File: src/rtl/snake_input_ctrl.sv
// rtl/snake_input_ctrl.sv - key/switch conditioner and game-step generator for the snake core
//
// Synchronises and debounces the three active-low direction keys and four
// point switches, produces a one-cycle game-step strobe on clk, and commits
// key requests into a 2-bit direction that never reverses in a single step.
//
// Ports:
//   clk          system clock
//   rst          synchronous reset, active-high
//   button_n[2:0] raw keys, active-low: [2] KEY2, [1] KEY1, [0] KEY0
//   sw[3:0]      raw point switches, active-high
//   tick_o       one-cycle game-step strobe
//   dir_o[1:0]   committed direction: 00 forward, 01 KEY0, 10 KEY2, 11 KEY1
//   key_press_o  one-cycle pulse per debounced key press
//   sw_db_o      debounced switch levels
//   sw_rise_o    one-cycle pulse on debounced switch 0->1
//   reverse_o    one-cycle pulse when a requested reversal is rejected
module snake_input_ctrl #(
  parameter int DEBOUNCE_CYCLES = 1000000,
  parameter int TICK_DIV        = 67108864,
  parameter int CNT_W           = 26
) (
  input  logic       clk,
  input  logic       rst,
  input  logic [2:0] button_n,
  input  logic [3:0] sw,
  output logic       tick_o,
  output logic [1:0] dir_o,
  output logic [2:0] key_press_o,
  output logic [3:0] sw_db_o,
  output logic [3:0] sw_rise_o,
  output logic       reverse_o
);

  localparam int NB = 7;
  localparam logic [CNT_W-1:0] DB_LAST   = CNT_W'(DEBOUNCE_CYCLES - 1);
  localparam logic [CNT_W-1:0] TICK_LAST = CNT_W'(TICK_DIV - 1);
  // Bits [2:0] are keys (idle high), bits [6:3] are switches (idle low).
  localparam logic [NB-1:0] IDLE = 7'b000_0111;

  logic [NB-1:0]    s1_q, s1_d, s2_q, s2_d;
  logic [NB-1:0]    stable_q, stable_d;
  logic [CNT_W-1:0] db_cnt_q [NB];
  logic [CNT_W-1:0] db_cnt_d [NB];
  logic [2:0]       key_press_q, key_press_d;
  logic [3:0]       sw_rise_q, sw_rise_d;
  logic [CNT_W-1:0] tick_cnt_q, tick_cnt_d;
  logic             tick;
  logic [1:0]       req_q, req_d;
  logic             req_valid_q, req_valid_d;
  logic [1:0]       dir_q, dir_d;
  logic             reverse_q, reverse_d;

  always_comb begin
    s1_d     = {sw, button_n};
    s2_d     = s1_q;
    stable_d = stable_q;
    for (int i = 0; i < NB; i++) begin
      db_cnt_d[i] = '0;
      // Any sample matching the stable value restarts the count.
      if (s2_q[i] != stable_q[i]) begin
        if (db_cnt_q[i] == DB_LAST) begin
          stable_d[i] = ~stable_q[i];
        end else begin
          db_cnt_d[i] = db_cnt_q[i] + 1'b1;
        end
      end
    end

    key_press_d = stable_q[2:0] & ~stable_d[2:0];
    sw_rise_d   = ~stable_q[6:3] & stable_d[6:3];

    tick       = (tick_cnt_q == TICK_LAST);
    tick_cnt_d = tick ? '0 : tick_cnt_q + 1'b1;

    // A press in the tick cycle itself is kept for the following tick.
    req_d       = req_q;
    req_valid_d = req_valid_q;
    if (|key_press_q) begin
      req_valid_d = 1'b1;
      if (key_press_q[2])      req_d = 2'b10;
      else if (key_press_q[1]) req_d = 2'b11;
      else                     req_d = 2'b01;
    end else if (tick) begin
      req_valid_d = 1'b0;
    end

    // Opposite directions differ only in the upper code bit.
    dir_d     = dir_q;
    reverse_d = 1'b0;
    if (tick && req_valid_q) begin
      if ((dir_q ^ req_q) == 2'b10) reverse_d = 1'b1;
      else                          dir_d     = req_q;
    end
  end

  always_ff @(posedge clk) begin
    if (rst) begin
      s1_q        <= IDLE;
      s2_q        <= IDLE;
      stable_q    <= IDLE;
      for (int i = 0; i < NB; i++) db_cnt_q[i] <= '0;
      key_press_q <= '0;
      sw_rise_q   <= '0;
      tick_cnt_q  <= '0;
      req_q       <= '0;
      req_valid_q <= 1'b0;
      dir_q       <= 2'b11;
      reverse_q   <= 1'b0;
    end else begin
      s1_q        <= s1_d;
      s2_q        <= s2_d;
      stable_q    <= stable_d;
      for (int i = 0; i < NB; i++) db_cnt_q[i] <= db_cnt_d[i];
      key_press_q <= key_press_d;
      sw_rise_q   <= sw_rise_d;
      tick_cnt_q  <= tick_cnt_d;
      req_q       <= req_d;
      req_valid_q <= req_valid_d;
      dir_q       <= dir_d;
      reverse_q   <= reverse_d;
    end
  end

  assign tick_o      = tick;
  assign dir_o       = dir_q;
  assign key_press_o = key_press_q;
  assign sw_db_o     = stable_q[6:3];
  assign sw_rise_o   = sw_rise_q;
  assign reverse_o   = reverse_q;

endmodule

File: config.mk
export PLATFORM = sky130hd
export DESIGN_NAME = snake_input_ctrl
export DESIGN_NICKNAME = d
export VERILOG_FILES = /design/src/rtl/snake_input_ctrl.sv
export SDC_FILE = /design/constraint.sdc
export NUM_CORES = 1
export LEC_CHECK = 0
export BUFFER_PORTS_ARGS = -buffer_cell sky130_fd_sc_hd__buf_2
export CORE_MARGIN = 4
export CORE_UTILIZATION = 63
export CTS_CLUSTER_DIAMETER = 50
export DETAILED_ROUTE_END_ITERATION = 16
export HOLD_SLACK_MARGIN = 0.05
export PLACE_DENSITY = 0.8
export SYNTH_ARGS = -nofsm -noshare
export SYNTH_HDL_FRONTEND = slang
export SYNTH_SLANG_ARGS = --single-unit
File: constraint.sdc
create_clock -name clk -period 2.3 [get_ports clk]
set_clock_uncertainty 0.05 [all_clocks]
set_input_delay 0.23 -clock clk [delete_from_list [all_inputs] [get_ports clk]]
set_output_delay 0.23 -clock clk [all_outputs]
set_load 0.05 [all_outputs]
# Word level (Yosys, flattened, before mapping)
# Memory sizes are Yosys's and may differ from the RTL's.
# Index checks and enable logic that the tools add are counted.
totals:
  word_cells: 105
  register_bits: 60
  latch_bits: 0
  mem_bits_ro: 0
  output_inout_bits: 15
  mem_bits_rw: 182
  input_bits: 9
  memories: 1
op_classes:
  magnitude_cmp: 0
  eq_ne: 16
  muxes: 43
  n_addsub: 8
  multipliers: 0
  n_shift: 0
  bitwise: 21
  n_reduce_logical: 6
  div: 0
memory_table:
  columns: ["memory", "depth", "word_bits", "rd", "rd_clocked_by_memory_dff", "wr", "line", "text"]
  rows:
  - ["db_cnt_q", 7, 26, 7, 0, 7, "43", "logic [CNT_W-1:0] db_cnt_q [NB];"]
op_table:
  columns: ["cell", "count"]
  rows:
  - ["$mux 26", 21]
  - ["$add 26x1->26 const B", 8]
  - ["$eq 26x20->1 const B", 7]
  - ["$eq 26x26->1 const B", 1]
  - ["$mux 1", 20]
  - ["$not 1->1", 9]
  - ["$ne 1x1->1", 7]
  - ["$or 1x1->1", 7]
  - ["$and 4x4->4", 1]
  - ["$mux 2", 2]
  - ["$not 4->4", 1]
  - ["$reduce_or 2->1", 2]
  - ["$and 3x3->3", 1]
  - ["$not 3->3", 1]
  - ["$reduce_or 3->1", 1]
  - ["$eq 2x2->1 const B", 1]
  - ["$reduce_and 2->1", 1]
  - ["$reduce_bool 2->1", 1]
  - ["$xor 2x2->2", 1]
  - ["$logic_and 1x1->1", 1]

# Depth between registers and ports, before layout
depth:
  word_depth: 5
  mapped_depth: 7
  depth_no_buf: 5

# Worst setup path after synthesis
# OpenSTA, ideal clock, no wires.
synth_timing:
  path_kind: "reg2out"
  startpoint: "reg tick_cnt_q[9]"
  endpoint: "out tick_o"
  path_stages_with_launch: 4
  slack_ns: -0.310
  required_time_ns: 2.020
  n_path_buf: 0
  arrival_ns: 2.330
  path_cell_list: "dfxtp_1 > and4_1 > nand2_1 > nor4_1"
synth_between:
  elab_chain_len: 1
synth_lines:
  columns: ["element", "line", "text"]
  rows:
  - ["from (decl)", "47", "logic [CNT_W-1:0] tick_cnt_q, tick_cnt_d;"]
  - ["from (signal assigned)", "117", "tick_cnt_q <= tick_cnt_d;"]
  - ["$eq 26x26->1", "73", "tick = (tick_cnt_q == TICK_LAST);"]
  - ["to (decl)", "27", "output logic tick_o,"]
# Every way passes these cells.

# Worst setup path in the final report
layout_timing:
  startpoint: "reg tick_cnt_q[10]"
  endpoint: "out tick_o"
# Same word-level chain as after synthesis.

==> out/metrics.yaml <==
status:
  status: "completed"
drt:
  drc: 0
  wl_per_cell_microns: 14.3
  ant_nets: 0
  wl_microns: 22200
  via_per_inst: 6.03
  via_count: 9377
  drt_iter0_drc: 394
  dr.pass1.iters: 5
synth:
  synth_area_sq_um: 11000
  synth_largest_area_cell: "dfxtp_1"
  synth-edff-count: 0
  synth_cell_type_count: 52
  synth.net_count: 1287
  yosysWarningCount: 0
  postSynthAreaPerCell_sq_um: 8.69
  synth_ff_type: "dfxtp_1"
  yosysMostFrequentCell: "dfxtp_1"
  synth_commonest_cells: "dfxtp_1, nor2_1, a21oi_1"
  ys_seq_area_share_pct: 43.9
  async_flop_share_pct: 0
  netlist.area_leader.share_pct: 43.9
  netlist_instances: 1270
  synthTopCellsByArea: "dfxtp_1, xor2_1, nor2_1"
  synth.ff_latch_count: 242
place:
  hpwl_microns: 14800
  portBuffers: 23
  post_dp_cell_area_sq_um: 11400
  gp_congestion: 0.827
power:
  comb_power_share_pct: 1.3
  p_switching_mw: 1.80
  clkPwrFrac_pct: 52.0
  power.density_nw_per_um2: 721
  leakage_nw: 3.93
  internal_power_mw: 7.26
  swShare_pct: 19.9
  ir_drop_v: 0.000688
  seq_power_share_pct: 46.7
critical_path:
  startpoint: "tick_cnt_q[10]"
  cp-start-kind: "flip-flop"
  worstPathArrival_ns: 1.95
  cp.required_ns: 2.02
  crit_type: "reg2out"
  critPathMaxFanout: 7
  rr_startpoint: "db_cnt_q[1][6]"
  reg2reg_to: "db_cnt_q[1][23]"
  crit_path_end_kind: "output port"
  reg2reg_slack_ns: 0.24
  worstRegToRegCells: 4
clock_tree:
  clk_pin_slew_ns: 0.06
  cts_max_level: 1
  postCtsSetupBuffers: 0
  cts-buffers-inserted: 28
  cts_sinks: 242
  root_buffer: "clkbuf_16"
  cts_tree: "done"
  insertion_delay_ns: 0.53
  clock_path_buffers: 3
sta:
  max_freq_mhz: 449
  setup_violations: 0
  hold_violations: 0
  period_minus_slack_ns: 2.23
  tns_ns: 0
  drv_slew: 0
  maxSlewHeadroom_pct: 53.6
  fin_crit_sh_pct: 96.9
  tightestPinTransition_ns: 0.687
run:
  drv_cap: 0
grt:
  overflow: 0
  first_global_vias: 8821
  grt_max_degree: 27
  antenna_found_initial: 0
  grtUsageTotal_pct: 22.5
  grt_pass1_wl_microns: 39400
floorplan:
  io_pins: 24
  start_util_pct: 64.0
  rows: 48
  die_w_microns: 140
  die_area_sq_um: 19700
  core_sq_um: 17200
  die_h_microns: 140
final_layout:
  final_area_sq_um: 12600
  final_util_pct: 72.9
  diodes: 0
  nets: 1326
  fillCellCount: 1305
  final_layout_size_suffix_gt1_share_pct: 10.2
  syn_to_final_growth_pct: 13.9
worst_hold_path:
  min-delay-start: "rst"
  holdPathStages: 2
  hold_class: "in2reg"
  hold_end: "s2_q[4]"
[repair_timing]
item / 4_1_cts / 5_1_grt
endpoints found under the hold margin: 7 / 0
hold buffers: 7 / 0
pin swaps: 0 / 3
endpoints found under the setup margin: 1 / 2
resized for setup: 3 / 11
gates cloned: 0 / 0
[cell usage in the layout, fill, tap and decap left out, types with 7 or more instances in the layout]
master / count
nor4b_1: 9
nor2b_1: 10
and3_1: 28
nor4_1: 31
xnor2_1: 54
o31ai_1: 49
or4_1: 57
o21ai_0: 43
buf_4: 30
dfxtp_1: 238
nor2_1: 127
or3_1: 47
nor3_1: 25
inv_1: 31
nand2_1: 73
dlygate4sd3_1: 7
clkbuf_16: 29
ha_1: 7
nand4_1: 62
and2_1: 9
a21oi_1: 94
buf_2: 22
nand3_1: 80
or2_2: 8
xor2_1: 56
and4_1: 30
[worst max-delay path: stages, from the launching register on]
cell and delay, ns:
dfxtp_1 0.39, and4_1 0.25, buf_4 0.14, nand2_2 0.11
nor4_4 0.31, buf_6 0.21
[state kept, by name, indices dropped and copies added, names as in the netlist]
register and flops:
key_press_o 3, reverse_o 1, req_q 2, tick_cnt_q 26, db_cnt_q 182, req_valid_q 1
stable_q 7, s1_q 7, dir_o 2, s2_q 7, sw_rise_o 4
[cell families (layout without fill, tap and decap cells)]
family / after synthesis / after routing / share of synthesized area, %
simple gates: 618 / 618 / 31.4
flops: 242 / 242 / 43.9
compound gates: 207 / 207 / 11.4
xor+xnor: 110 / 110 / 8.73
buf+inv: 84 / 145 / 3.53
fa+ha+maj: 8 / 8 / 0.907
mux: 1 / 1 / 0.0907
[routing by layer]
metal / vias to the layer above / track usage [%] / routed length [microns]
met5: - / 0 / 0
met4: 0 / 5.92 / 416
met3: 37 / 3.24 / 914
met2: 164 / 37.7 / 10400
met1: 4401 / 30.5 / 10500
li1: 4775 / - / -
[cell type report]
class	instances	area [sq um]	share of cell area, %
timing repair buffer	62	457	3.63
tap	225	282	2.24
clock inverter	14	208	1.65
sequential	242	4850	38.6
multi-input combinational	944	5860	46.6
inverter	31	116	0.926
clock buffer	38	800	6.36
[power by group through the flow]
stage	logic [mW]	clock network [mW]	registers [mW]
floorplan	0.0691	0	4.31
global placement	0.105	0	4.32
detailed placement	0.106	0	4.32
CTS	0.116	4.81	4.22
global route	0.132	4.99	4.23
finish	0.118	4.71	4.23
[per-stage QoR]
stage                     power [mW]  worst slack, ns  std cells  hold WS [ns]
after floorplan                 4.38            0.259       1270         0.284
after global placement          4.42            0.188       1497         0.343
after detailed placement        4.42            0.180       1497         0.351
after CTS                       9.15           0.0424       1556        0.0832
after global routing            9.35          -0.0154       1556        0.0997
final                           9.06           0.0721       1556        0.0922
[worst max path at each step]
stage | to | slack, ns | cells past startpoint
after floorplan | tick_o | 0.26 | 3
after global placement | db_cnt_q[2][24] | 0.19 | 5
after detailed placement | db_cnt_q[2][24] | 0.18 | 5
after CTS | tick_o | 0.04 | 4
after global routing | tick_o | -0.02 | 6
final | tick_o | 0.07 | 5
No activity file was read; power rests on OpenSTA's default activity.
